<file path="src/rtl/inst_fetch_unit.sv">
// Instruction fetch front end: credit-limited word reads into a small FIFO that
// feeds decode, with a drain phase after redirects to discard stale responses.
module inst_fetch_unit #(
    parameter logic [31:0] RESET_PC  = 32'h0000_0000,
    parameter int          BUF_DEPTH = 2
) (
    input  logic        clk,
    input  logic        resetn,
    output logic        imem_req,
    output logic [31:0] imem_addr,
    input  logic        imem_gnt,
    input  logic        imem_rvalid,
    input  logic [31:0] imem_rdata,
    input  logic        stall,
    input  logic        redirect_valid,
    input  logic [31:0] redirect_pc,
    output logic        inst_valid,
    output logic [31:0] inst,
    output logic [31:0] inst_pc
);
    localparam int CW = $clog2(BUF_DEPTH + 1);
    localparam int PW = (BUF_DEPTH > 1) ? $clog2(BUF_DEPTH) : 1;
    localparam logic [PW-1:0] LAST_SLOT = PW'(BUF_DEPTH - 1);

    typedef enum logic {FETCH, DRAIN} state_t;

    state_t        state;
    logic [31:0]   pc;
    logic [CW-1:0] count;
    logic [CW-1:0] outstanding;
    logic [CW-1:0] outstanding_next;
    logic [PW-1:0] rd_ptr;
    logic [PW-1:0] wr_ptr;
    logic [31:0]   fifo_inst [BUF_DEPTH];
    logic [31:0]   fifo_pc   [BUF_DEPTH];
    logic [CW:0]   credit_used;
    logic          issue;
    logic          resp;
    logic          push;
    logic          pop;
    logic [31:0]   resp_pc;

    function automatic logic [PW-1:0] bump(input logic [PW-1:0] p);
        return (p == LAST_SLOT) ? '0 : p + PW'(1);
    endfunction

    assign credit_used = {1'b0, count} + {1'b0, outstanding};
    assign imem_req    = resetn && (state == FETCH) && (credit_used < (CW+1)'(BUF_DEPTH));
    assign imem_addr   = pc;
    assign issue       = imem_req & imem_gnt;
    assign resp        = imem_rvalid & (outstanding != '0);
    assign inst_valid  = (count != '0) && (state == FETCH);
    assign pop         = inst_valid & ~stall & ~redirect_valid;
    assign push        = resp & (state == FETCH) & ~redirect_valid;
    assign outstanding_next = outstanding + CW'(issue) - CW'(resp);

    // In FETCH all in-flight reads are consecutive words ending just below pc,
    // so the oldest one's address is recovered without a separate tag queue.
    assign resp_pc = pc - 32'({outstanding, 2'b00});

    assign inst    = inst_valid ? fifo_inst[rd_ptr] : '0;
    assign inst_pc = inst_valid ? fifo_pc[rd_ptr]   : '0;

    always_ff @(posedge clk or negedge resetn) begin
        if (!resetn) begin
            state       <= FETCH;
            pc          <= RESET_PC;
            count       <= '0;
            outstanding <= '0;
            rd_ptr      <= '0;
            wr_ptr      <= '0;
        end else begin
            outstanding <= outstanding_next;
            if (state == FETCH) begin
                if (redirect_valid) begin
                    pc     <= redirect_pc;
                    count  <= '0;
                    rd_ptr <= '0;
                    wr_ptr <= '0;
                    state  <= (outstanding_next == '0) ? FETCH : DRAIN;
                end else begin
                    if (issue) pc <= pc + 32'd4;
                    if (push)  wr_ptr <= bump(wr_ptr);
                    if (pop)   rd_ptr <= bump(rd_ptr);
                    count <= count + CW'(push) - CW'(pop);
                end
            end else begin
                // Responses arriving here belong to the abandoned path.
                if (redirect_valid) pc <= redirect_pc;
                if (outstanding_next == '0) state <= FETCH;
            end
        end
    end

    always_ff @(posedge clk) begin
        if (push) begin
            fifo_inst[wr_ptr] <= imem_rdata;
            fifo_pc[wr_ptr]   <= resp_pc;
        end
    end

endmodule
</file>
<file path="config.mk">
export PLATFORM = sky130hd
export DESIGN_NAME = inst_fetch_unit
export DESIGN_NICKNAME = d
export VERILOG_FILES = /design/src/rtl/inst_fetch_unit.sv
export SDC_FILE = /design/constraint.sdc
export NUM_CORES = 1
export LEC_CHECK = 0
export ABC_AREA = 1
export BUFFER_PORTS_ARGS = -buffer_cell sky130_fd_sc_hd__buf_2
export CAP_MARGIN = 20
export CORE_AREA = 2 2 129 131
export DETAILED_ROUTE_END_ITERATION = 6
export DIE_AREA = 0 0 131 133
export HOLD_SLACK_MARGIN = 0.15
export PLACE_DENSITY = 0.79
export SLEW_MARGIN = 20
export SYNTH_ARGS = -nofsm -noshare
export SYNTH_HDL_FRONTEND = slang
export SYNTH_SLANG_ARGS = --single-unit
</file>
<file path="constraint.sdc">
create_clock -name clk -period 4.8 [get_ports clk]
set_input_delay 0.24 -clock clk [delete_from_list [all_inputs] [get_ports clk]]
set_output_delay 0.24 -clock clk [all_outputs]
set_load 0.01 [all_outputs]
</file>
Yosys cells after proc, flatten, opt, wreduce, memory -nomap -nowiden

Memories as Yosys holds them, arrays and structs flattened.
Index checks and enable logic that the tools add are counted.

Memories kept: 2
Word-level logic and storage cells: 58
Register bits: 39
Output and inout bits: 98
Bits of input ports: 70
RAM bits: 128

Magnitude comparators: 1
Add/sub/neg operators: 9
Muxes and demuxes: 18
Reductions and logical operators: 12
Eq/ne operators: 1
Bitwise logic cells: 9

Memories:

| name      | depth | width | read ports | clocked after memory_dff | write ports | RTL line | source |
|---|---|---|---|---|---|---|---|
| fifo_inst | 2     | 32    | 1          | 0                        | 1           | 34       | `logic [31:0] fifo_inst [BUF_DEPTH];` |
| fifo_pc   | 2     | 32    | 1          | 0                        | 1           | 35       | `logic [31:0] fifo_pc [BUF_DEPTH];` |

Operator list:

| operator                                                    | count |
|---|---|
| two-way mux 32 bit                                          | 6 |
| adder 32 x 3 -> 32 bit (second input constant)              | 1 |
| subtractor 32 x 4 -> 32 bit                                 | 1 |
| two-way mux 1 bit                                           | 11 |
| nonzero test 2 bit                                          | 5 |
| AND 1 bit                                                   | 6 |
| AND reduction 2 bit                                         | 3 |
| adder 2 x 1 -> 2 bit                                        | 2 |
| subtractor 2 x 1 -> 2 bit                                   | 2 |
| adder 2 x 2 -> 3 bit                                        | 1 |
| logical AND 1 bit                                           | 3 |
| less-than comparator 3 x 2 -> 1 bit (second input constant) | 1 |
| NOT 1 bit                                                   | 3 |
| adder 1 bit (second input constant)                         | 2 |
| logical NOT 2 bit                                           | 1 |
| two-way mux 2 bit                                           | 1 |
| != test 2 bit (second input constant)                       | 1 |

Longest topological paths before layout

Depth in word-level cells: 10
Gate-level depth with buffers: 13
Depth with buffers taken out: 13

Worst setup path after synthesis

OpenSTA, ideal clock, no wires.

Path type: reg-to-reg
Start point: reg state
End point: mem fifo_inst[0][0] (enable)
Arrival time: 3.691 ns
Path slack: 0.623 ns
Buffers on the path: 2
Cell stages (with the launch flop): 6
Period minus slack after synthesis: 4.177 ns
Cell sequence: dfrtp_1 nor2_1 buf_2 buf_2 nand2_1 nor2_1

Longest elaborated chain between the ends: 5

Ends and longest elaborated chain:

| item                                    | RTL line | source |
|---|---|---|
| start, declared                         | 27       | `state_t state;` |
| start signal, assigned                  | 80       | `state <= (outstanding_next == '0) ? FETCH : DRAIN;` |
| NOT 1 bit (no source line)              | -        |  |
| AND 1 bit (2 in series)                 | 54       | `assign push = resp & (state == FETCH) & ~redirect_valid;` |
| two-way mux 1 bit                       | 96       | `if (push) begin` |
| two-way mux 1 bit (implied by the code) | 97       | `fifo_inst[wr_ptr] <= imem_rdata;` |
| end, declared                           | 34       |  |

Every way passes these cells.

Worst setup path in the final report

Start point: reg rd_ptr
End point: out inst[31]

Longest elaborated chain between the ends: 2

Ends and longest elaborated chain:

| item                     | RTL line | source |
|---|---|---|
| start, declared          | 32       | `logic [PW-1:0] rd_ptr;` |
| start signal, assigned   | 84       | `if (pop) rd_ptr <= bump(rd_ptr);` |
| memory read (2 x 32 bit) | -        |  |
| two-way mux 32 bit       | 61       | `assign inst = inst_valid ? fifo_inst[rd_ptr] : '0;` |
| end, declared            | 18       | `output logic [31:0] inst,` |

Every way passes these cells.

==> impl_metrics.csv <==
group,metric,value,unit
setup_path,crit_slowest_cell,"clkinv_2",
routing,ant_nets,0,
setup_path,crit_buf_inv,4,
routing,wl_per_cell,13.71,µm
routing,wl_met3,1430,µm
finish,nets,1352,
setup_path,cp_max_fo,67,
hold_path,min_path_type,"in -> reg",
flow_run,max_cap_violations,0,
floorplan,ios,168,
finish,final_area,10920,µm²
sta,setup-tns-final,0,ns
floorplan,die_w,131,µm
sta,finalSetupViolCount,0,
power_and_ir_drop,pwr-share-clk,25.7,%
setup_path,endpoint_kind,"output port",
power_and_ir_drop,peakVddDrop,0.3054,mV
setup_path,crit_top_cell,"nand2_1",
logic_synthesis,netlist_area,8806,µm²
clocking,h-tree-depth,4,
sta,tightest_slew,0.8970,ns
power_and_ir_drop,p_sw,2.107,mW
power_and_ir_drop,cellPowerDensity,494.1,nW/µm²
floorplan,fp.dieH,133,µm
routing,drtIter0Drc,640,
floorplan,start_util,54.45,%
logic_synthesis,postSynth.asyncResetShare,23.35,%
logic_synthesis,synth_edf_count,128,
setup_path,cp.required,4.56,ns
status,outcome,"finished clean",
hold_path,min_to,"imem_addr[27]$_DFFE_PN0P_",
setup_path,slowest_delay,0.92,ns
routing,wl,20640,µm
clocking,cts_resized,0,
clocking,clkTransAtPathRegs,0.07,ns
setup_path,r2r_end,"fifo_inst[1][12]$_DFFE_PP_",
power_and_ir_drop,p_int,3.291,mW
sta,fmax,319.3,MHz
placement,place_area,9762,µm²
clocking,cts_tree,"built",
logic_synthesis,synth_area_per_cell,8.230,µm²
logic_synthesis,synthCells,1070,
power_and_ir_drop,p_leak,5.401,nW
logic_synthesis,ys_ff_latch,167,
logic_synthesis,ys_warn_count,0,
clocking,cts.sinks,167,
sta,skew,0.01071,ns
clocking,clk_latency,0.43,ns
logic_synthesis,synth-main-ff-cell,"edfxtp_1",
setup_path,cp-startpoint,"rd_ptr$_DFFE_PN0P_",
clocking,cts-root-buf,"clkbuf_16",
routing,dr_wl_met2,9438,µm
setup_path,cp_top_family,"buffers and inverters",
sta,maxSlewViolCount,0,
clocking,cts_buffer_depth,2,
floorplan,dieArea,17420,µm²
global_routing,grt_pass1_vias,6954,
routing,route.vias.total,7425,
finish,drive_above_1_share,18.97,%
finish,syn2layout_area_growth,24.04,%
routing,top_layer_used,"met4",
setup_path,r2r_slack,1.92,ns
sta,timing.final.crit_share,65.24,%
routing,via_per_inst,4.930,
global_routing,grt_start_max_net_pins,68,
setup_path,crit_chain,"buf_4, clkinv_2, nand2_1, nand2_1, nand2_1, inv_1, buf_2",
sta,grt_setup_unrepaired,"no",
routing,met1_length,9193,µm
sta,max_slew_margin,40.13,%
hold_path,min_from,"redirect_pc[27]",
logic_synthesis,syn_nets,1149,
placement,hpwl,13790,µm
global_routing,antenna_found_initial,0,
global_routing,grt_usage,24.12,%
logic_synthesis,synth.distinct_cells,38,
setup_path,reg2reg_depth,5,
power_and_ir_drop,power_frac_comb,35.0,%
finish,n_antenna_cell,0,
placement,routabilityCongestion,0.8837,
routing,detail_route.first_pass.iterations,5,
power_and_ir_drop,swShare,39.03,%
sta,min_period,3.132,ns
setup_path,startpoint_type,"flop",
sta,hold_viol,0,
placement,numPortBuffers,167,
setup_path,crit_arrival,2.89,ns
hold_path,hold_depth,5,
global_routing,overflow,0,
sta,holdWs,0.1551,ns
global_routing,grt_pass1_wl,32730,µm
logic_synthesis,ys_seq_area_share,54.73,%
floorplan,num_rows,47,
setup_path,r2r-start,"state$_DFF_PN0_",
floorplan,coreArea,16170,µm²
routing,drc,0,
clocking,cts_buffers,17,
power_and_ir_drop,power_frac_seq,39.4,%
setup_path,crit_type,"reg -> out",
## placed cells by master (no fill, tap or decap), types with 11 or more instances in the layout
cell type and n:
clkbuf_16 17, buf_2 167, edfxtp_1 128, inv_1 127, nand2_1 455, xor2_1 24, dfrtp_1 38, nand3_1 40
a21oi_1 12, o21ai_0 26, nor2_2 11, dlygate4sd3_1 56, nor2_1 100
## flip-flops by register name (all words and copies together), names as in the netlist
register	count
fifo_inst	64
imem_addr	32
rd_ptr	1
outstanding	2
count	2
state	1
fifo_pc	64
wr_ptr	1
## timing repair
| item | CTS | global route |
|---|---|---|
| setup buffers | 0 | 0 |
| hold endpoints to repair | 124 | 0 |
| hold buffers | 56 | 0 |
## synthesized netlist by cell type, types with 6 or more instances
cell,instances,share of area (%)
dfrtp_1,39,11
a21oi_1,13,0.74
nand2_2,9,0.64
nand2_1,455,19
ha_1,7,0.99
xor2_1,24,2.4
nor2_4,6,0.77
edfxtp_1,128,44
o21ai_0,26,1.5
nand3_1,40,2.3
nor2_1,103,4.4
inv_1,127,5.4
clkbuf_1,9,0.38
nor2_2,11,0.78
buf_2,24,1.4
## cells by family after synthesis
family | share of synthesized area, %
xor gates and xnor gates | 2.685
DFF | 54.73
adders and majority gates | 1.449
buffers and inverters | 8.170
and+or+nand+nor | 29.81
AOI/OAI and AO/OA | 3.154
## metal layers
| metal | GRT usage [%] | vias up |
|---|---|---|
| met1 | 32.98 | 3366 |
| met5 | 0 | - |
| met3 | 4.852 | 40 |
| met4 | 9.515 | 0 |
| li1 | - | 3746 |
| met2 | 37.94 | 273 |
## power by group through the flow
stage | combinational, mW | sequential (mW) | clock (mW)
4_1_cts | 1.89 | 2.12 | 1.39
2_1_floorplan | 1.33 | 2.07 | 0
3_5_place_dp | 1.85 | 2.14 | 0
6_report | 1.89 | 2.12 | 1.38
3_3_place_gp | 1.80 | 2.14 | 0
5_1_grt | 2.15 | 2.15 | 1.45
## worst min-delay path, stage by stage
cell and delay, ns:
buf_2 0.08, nor2_1 0.03, nor2_1 0.10, nand2_1 0.06, nand2_1 0.05
## through the flow
step	total power, mW	cells	setup WS, ns	util (%)
after floorplan	3.399	1070	0.6226	-
after global placement	3.932	1418	1.947	60.36
after detailed placement	3.990	1418	1.901	60.36
after CTS	5.400	1506	1.886	67.54
after global routing	5.752	1506	1.386	67.54
final	5.397	1506	1.668	67.54
## cell type report
| cell class | count | area (µm²) |
|---|---|---|
| clock inverter | 15 | 173.9 |
| multi-input combinational | 729 | 3301 |
| sequential | 167 | 4821 |
| timing repair buffer | 229 | 1441 |
| clock buffer | 17 | 425.4 |
| fill | 1255 | 5249 |
| tap | 220 | 275.3 |
| inverter | 129 | 485.5 |
## worst max path at each step
stage / endpoint / slack (ns) / cells after the start
floorplan: fifo_inst[0][0]$_DFFE_PP_ / 0.62 / 5
CTS: fifo_pc[1][24]$_DFFE_PP_ / 1.89 / 5
global placement: fifo_inst[1][3]$_DFFE_PP_ / 1.95 / 5
finish: inst[31] / 1.67 / 7
global route: inst[14] / 1.39 / 7
detailed placement: fifo_inst[1][3]$_DFFE_PP_ / 1.90 / 5
Power figures use the tool's default switching activity.
